## config.mk

```make
export PLATFORM = sky130hd
export DESIGN_NAME = async_event_arbiter
export DESIGN_NICKNAME = d
export VERILOG_FILES = /design/src/rtl/async_event_arbiter.sv
export SDC_FILE = /design/constraint.sdc
export NUM_CORES = 1
export LEC_CHECK = 0
export ABC_CLOCK_PERIOD_IN_PS = 4000
export CORE_UTILIZATION = 46
export DETAILED_ROUTE_END_ITERATION = 10
export HOLD_SLACK_MARGIN = 0.03
export PLACE_DENSITY_LB_ADDON = 0.12
export REMOVE_ABC_BUFFERS = 1
export SYNTH_ARGS = -nofsm -noshare
export SYNTH_HDL_FRONTEND = slang
export SYNTH_SLANG_ARGS = --single-unit
```

## constraint.sdc

```tcl
create_clock -name clock -period 4 [get_ports clock]
set_clock_uncertainty 0.2 [all_clocks]
set_input_delay 0.4 -clock clock [delete_from_list [all_inputs] [get_ports clock]]
set_output_delay 0.4 -clock clock [all_outputs]
set_load 0.03 [all_outputs]
```

## src/rtl/async_event_arbiter.sv

```systemverilog
// Asynchronous event front end: per-channel synchronizer, edge capture and round-robin valid/ready delivery.
// Define ASYNC_EVT_BOTH_EDGES_EN to treat falling edges as events and report their polarity on evt_edge.
module async_event_arbiter #(
    parameter int CHANNELS    = 4,
    parameter int SYNC_STAGES = 2,
    parameter int ID_W        = 2
) (
    input  logic                clock,
    input  logic                reset,
    input  logic [CHANNELS-1:0] async_in,
    output logic                evt_valid,
    input  logic                evt_ready,
    output logic [ID_W-1:0]     evt_id,
    output logic                evt_edge,
    output logic [CHANNELS-1:0] pending,
    output logic [CHANNELS-1:0] overrun,
    input  logic [CHANNELS-1:0] overrun_clr
);

    typedef enum logic {IDLE, PRESENT} state_t;

    state_t              state, state_nxt;
    logic [CHANNELS-1:0] sync_q [SYNC_STAGES];
    logic [CHANNELS-1:0] s_d;
    logic [CHANNELS-1:0] rise;
    logic [CHANNELS-1:0] evt_det;
    logic [CHANNELS-1:0] clr_vec;
    logic [ID_W-1:0]     last;
    logic [ID_W-1:0]     grant_id;
    logic                grant_found;
    logic                grant_pol;
    logic                accept;

    always_ff @(posedge clock) begin
        if (reset) begin
            for (int k = 0; k < SYNC_STAGES; k++) sync_q[k] <= '0;
            s_d <= '0;
        end else begin
            sync_q[0] <= async_in;
            for (int k = 1; k < SYNC_STAGES; k++) sync_q[k] <= sync_q[k-1];
            s_d <= sync_q[SYNC_STAGES-1];
        end
    end

    assign rise = sync_q[SYNC_STAGES-1] & ~s_d;

`ifdef ASYNC_EVT_BOTH_EDGES_EN
    logic [CHANNELS-1:0] pol;

    assign evt_det = rise | (~sync_q[SYNC_STAGES-1] & s_d);

    // Latest edge polarity wins, including when it coalesces into a pending event.
    always_ff @(posedge clock) begin
        pol <= (pol & ~evt_det) | (rise & evt_det);
    end

    assign grant_pol = pol[grant_id];
`else
    assign evt_det   = rise;
    assign grant_pol = 1'b1;
`endif

    assign accept = evt_valid & evt_ready;

    always_comb begin
        clr_vec = '0;
        for (int i = 0; i < CHANNELS; i++) begin
            clr_vec[i] = accept && (evt_id == ID_W'(i));
        end
    end

    // A new edge beats a same-cycle accept; only an uncleared pending bit counts as overrun.
    always_ff @(posedge clock) begin
        if (reset) begin
            pending <= '0;
            overrun <= '0;
        end else begin
            pending <= evt_det | (pending & ~clr_vec);
            overrun <= (evt_det & pending & ~clr_vec) | (overrun & ~overrun_clr);
        end
    end

    // Round-robin search starting just above the last accepted channel.
    always_comb begin
        int idx;
        idx         = 0;
        grant_id    = '0;
        grant_found = 1'b0;
        for (int k = 1; k <= CHANNELS; k++) begin
            idx = int'(last) + k;
            if (idx >= CHANNELS) idx = idx - CHANNELS;
            if (!grant_found && pending[ID_W'(idx)]) begin
                grant_found = 1'b1;
                grant_id    = ID_W'(idx);
            end
        end
    end

    always_ff @(posedge clock) begin
        if (reset) state <= IDLE;
        else       state <= state_nxt;
    end

    always_comb begin
        state_nxt = state;
        case (state)
            IDLE:    if (|pending) state_nxt = PRESENT;
            PRESENT: if (evt_ready) state_nxt = IDLE;
            default: state_nxt = IDLE;
        endcase
    end

    always_comb begin
        evt_valid = (state == PRESENT);
    end

    always_ff @(posedge clock) begin
        if (reset) begin
            evt_id   <= '0;
            evt_edge <= 1'b0;
            last     <= ID_W'(CHANNELS - 1);
        end else begin
            if (state == IDLE && grant_found) begin
                evt_id   <= grant_id;
                evt_edge <= grant_pol;
            end
            if (accept) last <= evt_id;
        end
    end

endmodule

```

== Word-level counts from Yosys, hierarchy flattened ==
Memory sizes are Yosys's and may differ from the RTL's.
Cells that the tools add are included.
Word-level totals
  memories: 1
  output and inout port bits: 12
  logic and storage cells: 86
  flip-flop bits (word level): 18
  input port bits: 11
  RAM bits: 8
Cells by class
  equal/unequal tests: 3
  mux-type cells: 32
  bitwise logic cells: 14
  reductions and logical operators: 13
  add/sub/neg operators: 8
  order comparisons: 8
Memories
  sync_q: depth 2, width 4, read ports 2, clocked after memory_dff 0, wr ports 2, line 23  | logic [CHANNELS-1:0] sync_q [SYNC_STAGES];
Operator list (count)
  bitwise AND 4 bit: 5
  2-to-1 mux 1 bit: 17
  less-than comparator 2 x 4 -> 1 bit, second input constant: 4
  2-to-1 mux 2 bit: 8
  inverter 4 bit: 3
  greater-or-equal comparator 3 bit, second input constant: 3
  binary-select mux 1 bit (select 2 bit): 4
  logical AND 1 bit: 8
  2-to-1 mux 4 bit: 2
  bitwise OR 4 bit: 2
  subtractor 2 x 1 -> 2 bit, second input constant: 4
  adder 2 x 2 -> 3 bit, second input constant: 2
  adder 2 x 3 -> 4 bit, second input constant: 1
  == test 2 bit, second input constant: 2
  greater-or-equal comparator 4 x 3 -> 1 bit, second input constant: 1
  OR reduction 4 bit: 1
  adder 2 x 1 -> 3 bit, second input constant: 1
  zero test 1 bit: 3
  == test 2 x 1 -> 1 bit, second input constant: 1
  zero test 2 bit: 1
  bitwise OR 1 bit: 2
  case mux 1 bit (2 select lines): 1
  bitwise AND 1 bit: 1
  inverter 1 bit: 1

== Longest topological paths before layout ==
Gate-level depths: netlist of run 1.
  depth after elaboration: 17
  depth in mapped cells: 4

== Worst setup path after synthesis of run 1 ==
No wires, ideal clock.
  path kind: register -> register
  start point: register pending[3]
  end point: register evt_id[1]
  stages on the path, launching flop included: 5
  setup slack: 2428 ps
  setup time: 79 ps
  data required time: 3721 ps
  data arrival time: 1293 ps
  cells stage by stage: dfxtp_1 > or2b_1 > a21oi_1 > o32a_1 > a211oi_2
On the way
  word-level cells in the longest chain between the ends: 14
  elaborated cells on any way between the ends: 27
  classes of those cells: 20 x mux; 7 x reduce/logical
RTL lines
  start, declared: line 15  | output logic [CHANNELS-1:0] pending,
  start signal, assigned: line 78  | pending <= evt_det | (pending & ~clr_vec);
  binary-select mux 1 bit (select 2 bit): line 92  | if (!grant_found && pending[ID_W'(idx)]) begin
  2-to-1 mux 1 bit (implied by the code) (2 in a row): line 92
  2-to-1 mux 1 bit: line 92
  zero test 1 bit: line 92
  logical AND 1 bit: line 92
  2-to-1 mux 1 bit: line 92
  zero test 1 bit: line 92
  logical AND 1 bit: line 92
  2-to-1 mux 1 bit: line 92
  zero test 1 bit: line 92
  logical AND 1 bit: line 92
  2-to-1 mux 1 bit: line 92
  logical AND 1 bit: line 123  | if (state == IDLE && grant_found) begin
  end signal, assigned: line 124  | evt_id <= grant_id;
  end, declared: line 13  | output logic [ID_W-1:0] evt_id,
Parallel ways exist; a longest one is shown, timed or not. The select of a mux whose other input is x is not followed.
A chain may end at the register's enable or synchronous reset.

== Worst setup path after layout of run 1 ==
  start point: register pending[3]
  end point: output port pending[3]
No word-level cell between the ends.

==> summary.md, run 1 <==
| Metric | Value |
|---|---|
| Outcome | `completed` |
| Int Power | `roughly 370 uW` |
| Arr. time, crit path | `~1500 ps` |
| Synth warn | `0` |
| Drt pass-1 iters | `4` |
| CTS Buf Count | `3` |
| Core outline area | `between 0.0015 and 0.002 sq mm` |
| Sequential share of power | `0.574` |
| Top-area cell type share of the netlist area | `0.5466` |
| CP endpoint kind | `output pin` |
| Final worst path period need | `2104 ps` |
| Startpoint types | `register` |
| Initial antenna violation count | `0` |
| Crit path max-delay family | `buffers and inverters` |
| Via count | `750` |
| Crit path from | `pending[3]` |
| Setup TNS Final | `0 ps` |
| Remaining DRCs | `0` |
| Clk buf depth | `2` |
| Layout cell share with drive strength beyond 1 | `0.04839` |
| Worst rel slew slack | `0.4247` |
| RSZ-0062 raised after global routing | `false` |
| Crit Path Category | `reg2out` |
| Post-synth EDFFs | `0` |
| Max_cap viols | `0` |
| Placer congestion estimate | `0.8214` |
| Number of global-route vias before repair | `600` |
| Buffers & Inverters on Critical Path | `1` |
| Worst Path Max Fanout | `8` |
| CTS tree | `done` |
| Fin crit share | `0.5259` |
| Layout Nets | `~140` |
| IO Port Bufs | `22` |
| Synth top area cells | `dfxtp_1 55%, nor2b_1 11%, a21oi_1 4.2%, nand2b_1 3.3%, nor2_1 3.2%` |
| Initial DRC Count | `14` |
| Pin count of the biggest net entering global routing | `27` |
| Most frequent cell after synthesis | `dfxtp_1` |
| Count of cell types in the netlist | `23` |
| Yosys reg bits | `26` |
| Yosys top cell by area | `dfxtp_1` |
| Non-Filler Instances | `between 150 and 200` |
| Net Switching | `roughly 130 uW` |
| Final hold vios | `0` |
| Clock Tree Root | `clkbuf_4` |
| Initial core utilization | `0.4853` |
| CTS H-tree depth | `1` |
| Worst min path class | `reg2reg` |
| Via-to-Cell Ratio | `about 5` |
| CP peak stage delay | `between 700 and 800 ps` |
| Antenna cells | `0` |
| Netlist Area Pre-Place | `952.2 sq um` |
| Power share of the combinational group | `0.172` |
| Clock sinks | `26` |
| Die extent in y | `47.50 microns` |
| Leakage | `roughly 0.46 nW` |
| Clock Latency Late Sink | `roughly 310 ps` |
| Hold_buf cts | `0` |
| Top_reg_cell synth | `dfxtp_1` |
| R2R Path Start | `last[1]` |
| Worst IR Drop VDD | `between 0.0002 and 0.0003 V` |
| # placed instances | `between 100 and 150` |
| Most frequent cells after synthesis | `26 x dfxtp_1, 17 x nor2b_1, 8 x a21oi_1, 8 x nor2_1` |
| Area growth, synth to finish | `28.91%` |
| Total Wirelength | `1595 microns` |
| Fin. max-slew vios | `0` |
| Worst Path Required | `approximately 3400 ps` |
| Total congestion overflow | `0` |
| Switching share of total power | `0.2633` |
| Die W | `between 40 and 50 microns` |
| Post-cts resize count | `0` |
| Clk pwr share | `0.254` |
| Power Density | `~410 mW/mm^2` |
| # setup viols final | `0` |
| Clock Pin Slew Worst Setup and Hold Paths | `roughly 130 ps` |
| Seq/Total Area, Yosys | `0.5466` |
| Max Clock Freq | `around 480 MHz` |
| Postcts setup bufs | `0` |
| Ys async rst share | `0` |
| GRT Overall Usage | `0.1567` |
| # IOs | `23` |
| First-pass GRT wire length | `about 2500 microns` |
| Total die area | `between 0.002 and 0.0025 sq mm` |
| Detail Placement HPWL | `about 1200 microns` |
| Row count | `16` |
| CP max stage cell | `clkdlybuf4s50_1` |
| Tightest Pin Transition | `between 800 and 900 ps` |
| Routed Antenna Nets | `0` |
| Min Hold Slack | `roughly 250 ps` |
| Synthesized instance count | `100` |
| Syn avg cell area | `roughly 9.5 sq um` |
| Critical path, cell by cell | `clkdlybuf4s50_1` |
| Hold Startpoint | `sync_q[0][1]` |
| Routed len/inst | `between 10 and 15 microns` |
power by group through the flow:
stage	Sequential, mW	Clock, mW	Combinational, mW
global route	0.291	0.142	0.0945
floorplan	0.308	0	0.0352
global placement	0.294	0	0.0850
finish	0.289	0.128	0.0867
CTS	0.289	0.132	0.0871
detailed placement	0.294	0	0.0868
layout by cell type (no fill, tap or decap), types with 2 or more instances in the layout:
cell type and instances:
dfxtp_1 26, clkdlybuf4s50_1 22, nor2b_1 17, a21oi_1 8, nor2_1 8, inv_1 6
nand2_1 6, nand2b_1 5, o22ai_1 4, a211oi_1 3, clkbuf_4 3, o31ai_1 2
o21ai_1 2, or2b_1 2
registers in the layout, summed over array words and instances, names as in the netlist:
signal,flops
evt_edge,1
evt_id,2
evt_valid,1
last,2
overrun,4
pending,4
s_d,4
sync_q,8
final timing paths:
path / slack (ps) / cells past startpoint / to
hold reg to reg: 250 / 1 / sync_q[0][5]
setup reg to reg: 2460 / 4 / evt_id[1]
hold / removal: 250 / 1 / sync_q[0][5]
setup / recovery: 1900 / 1 / pending[3]
final cells by class:
type,instances,area [sq um]
Timing Repair Buffer,22,220.2
Multi-Input combinational cell,66,394.1
Tap cell,27,33.78
Inverter,6,22.52
Fill cell,187,734.5
Sequential cell,26,520.5
Clock buffer,4,36.28
per-layer routing:
layer / track usage / vias to the layer above / wire (microns)
li1: - / 384 / -
met1: 0.2212 / 341 / 757
met2: 0.2301 / 23 / 714
met3: 0.03019 / 2 / 114
met4: 0.07429 / 0 / 9
met5: 0 / - / 0
kinds of logic after synthesis:
family	Yosys count	synth area share
flip-flops	26	0.5466
AND/OR/NAND/NOR	43	0.2549
buffers and inverters	8	0.03942
AO/OA/AOI/OAI	23	0.1590
per-stage QoR:
| stage | worst slack (ps) | area [sq um] | power [mW] | utilization |
|---|---|---|---|---|
| floorplan | 2428 | 937.1 | 0.3427 | - |
| global route | 1810 | 1227 | 0.5275 | 0.6256 |
| CTS | 1888 | 1227 | 0.5079 | 0.6256 |
| finish | 1896 | 1227 | 0.5030 | 0.6256 |
| detailed placement | 1976 | 1191 | 0.3810 | 0.6071 |
| global placement | 2010 | 1191 | 0.3788 | 0.6071 |
(Power assumes the default switching activity.)
==> run 2, diff against run 1 <==
ABC_CLOCK_PERIOD_IN_PS = 2100   (was 4000)
clock period = 2.1 ns   (was 4 ns; I/O delays follow)
==> summary.md, run 2 (same netlist as run 1, synthesis figures left out) <==
| Metric | Value |
|---|---|
| Die extent in y | `between 40 and 50 microns` |
| CTS H-tree depth | `1` |
| Largest register FFs | `8` |
| Critical path, cell by cell | `clkdlybuf4s50_1` |
| FILL cells | `approximately 200` |
| Buffers & Inverters on Critical Path | `1` |
| CP endpoint kind | `output pin` |
| Max_cap viols | `0` |
| Power Density | `about 750 mW/mm^2` |
| Leakage | `about 0.46 nW` |
| Routed Antenna Nets | `0` |
| Antenna cells | `0` |
| First-pass GRT wire length | `about 2600 microns` |
| Clock sinks | `26` |
| Clock Pin Slew Worst Setup and Hold Paths | `120 ps` |
| Commonest non-fill, non-tap cells in the layout | `26 x dfxtp_1, 22 x clkdlybuf4s50_1, 17 x nor2b_1` |
| Crit path max-delay family | `buffers and inverters` |
| RSZ-0062 raised after global routing | `false` |
| CTS Buf Count | `3` |
| Final hold vios | `0` |
| Sequential cell area | `between 500 and 600 sq um` |
| Total congestion overflow | `0` |
| Layout cell share with drive strength beyond 1 | `0.04839` |
| Worst Slack Setup Final | `between 150 and 200 ps` |
| Area growth, synth to finish | `28.25%` |
| Top reg by flops | `sync_q` |
| Post-cts resize count | `0` |
| Routed len/inst | `around 11 microns` |
| Final Core Density | `0.6224` |
| Layout Nets | `around 140` |
| Final worst path period need | `~1900 ps` |
| Worst Path Max Fanout | `8` |
| CTS tree | `done` |
| # IOs | `23` |
| Via count | `between 700 and 800` |
| Remaining DRCs | `0` |
| Placer congestion estimate | `around 0.80` |
| Area occupied by multi-input gates | `about 390 sq um` |
| Tightest Pin Transition | `between 300 and 400 ps` |
| Max Clock Freq | `between 500 and 600 MHz` |
| Row count | `16` |
| Worst min path class | `in2reg` |
| Fin. max-slew vios | `0` |
| Outcome | `completed` |
| Detail Placement HPWL | `1156 microns` |
| IO Port Bufs | `22` |
| Number of global-route vias before repair | `around 600` |
| Clock Tree Root | `clkbuf_4` |
| Clock Latency Late Sink | `roughly 300 ps` |
| Arr. time, crit path | `about 1500 ps` |
| CP max stage cell | `clkdlybuf4s50_1` |
| Reg2reg setup slack | `approximately 570 ps` |
| CP peak stage delay | `just over 700 ps` |
| Total die area | `0.002256 sq mm` |
| Fin crit share | `0.9094` |
| Drt pass-1 iters | `4` |
| Clk buf depth | `2` |
| Worst rel slew slack | `0.7476` |
| Worst Path Required | `1690 ps` |
| Initial core utilization | `0.4853` |
| Worst IR Drop VDD | `between 0.0005 and 0.0006 V` |
| Total Wirelength | `approximately 1600 microns` |
| Die W | `between 40 and 50 microns` |
| Pin count of the biggest net entering global routing | `27` |
| GRT Overall Usage | `0.1600` |
| Worst slack, placed | `348.3 ps` |
| Min Hold Slack | `between 200 and 250 ps` |
| Non-Filler Instances | `~150` |
| Initial antenna violation count | `0` |
| Core outline area | `slightly below 0.002 sq mm` |
| Postcts setup bufs | `0` |
| Setup TNS Final | `0 ps` |
| # setup viols final | `0` |
| Via-to-Cell Ratio | `around 4.9` |
| Crit Path Category | `reg2out` |
| Commonest non-fill, non-tap cell in the layout | `dfxtp_1` |
| Hold_buf cts | `0` |
| Startpoint types | `register` |
| Initial DRC Count | `10` |
| # placed instances | `between 100 and 150` |
==> run 2: changes by cell type in the layout (fill, tap and decap cells not counted) <==
cell / change
buf_4: +1
clkbuf_8: -1
==> run 2: area by class of cell <==
cell class,instances,share of cell area
sequential,26,0.4262
multi-input combinational,66,0.3227
timing repair buffer,23,0.1865
tap,27,0.02766
clock buffer,3,0.01844
inverter,6,0.01844
==> run 2: per-stage QoR <==
step	power [mW]	instance area, sq um
5_1_grt	0.9609	1221
6_report	0.9106	1221
3_5_place_dp	0.7274	1199
2_1_floorplan	0.6528	937.1
3_3_place_gp	0.7234	1199
4_1_cts	0.9200	1221
==> run 2: final timing paths <==
| check | startpoint | to | cells after the start |
|---|---|---|---|
| worst max-delay path | pending[3] | pending[3] | 1 |
| worst min-delay path | async_in[1] | sync_q[0][1] | 2 |
| worst max register to register | last[1] | evt_id[1] | 4 |
| worst min register to register | sync_q[0][1] | sync_q[0][5] | 1 |
==> run 2: layer usage <==
| metal | part of all wire | routed length (microns) | track usage |
|---|---|---|---|
| met1 | 0.54 | 876 | 0.2288 |
| met2 | 0.40 | 645 | 0.2493 |
| met3 | 0.051 | 82 | 0.02264 |
| met4 | 0.0056 | 9 | 0.05143 |
| met5 | 0 | 0 | 0 |
==> run 2: power breakdown <==
part / switching [mW] / total (mW) / internal [mW]
registers: 0.0290 / 0.551 / 0.522
clock network: 0.128 / 0.194 / 0.0668
logic: 0.0865 / 0.166 / 0.0793
total: 0.243 / 0.911 / 0.668
==> run 2: worst register-to-register path, stage by stage (launching register included) <==
cell	delay (ps)
dfxtp_1	470
or2b_1	160
a21oi_1	70
o32a_1	360
a211oi_2	200
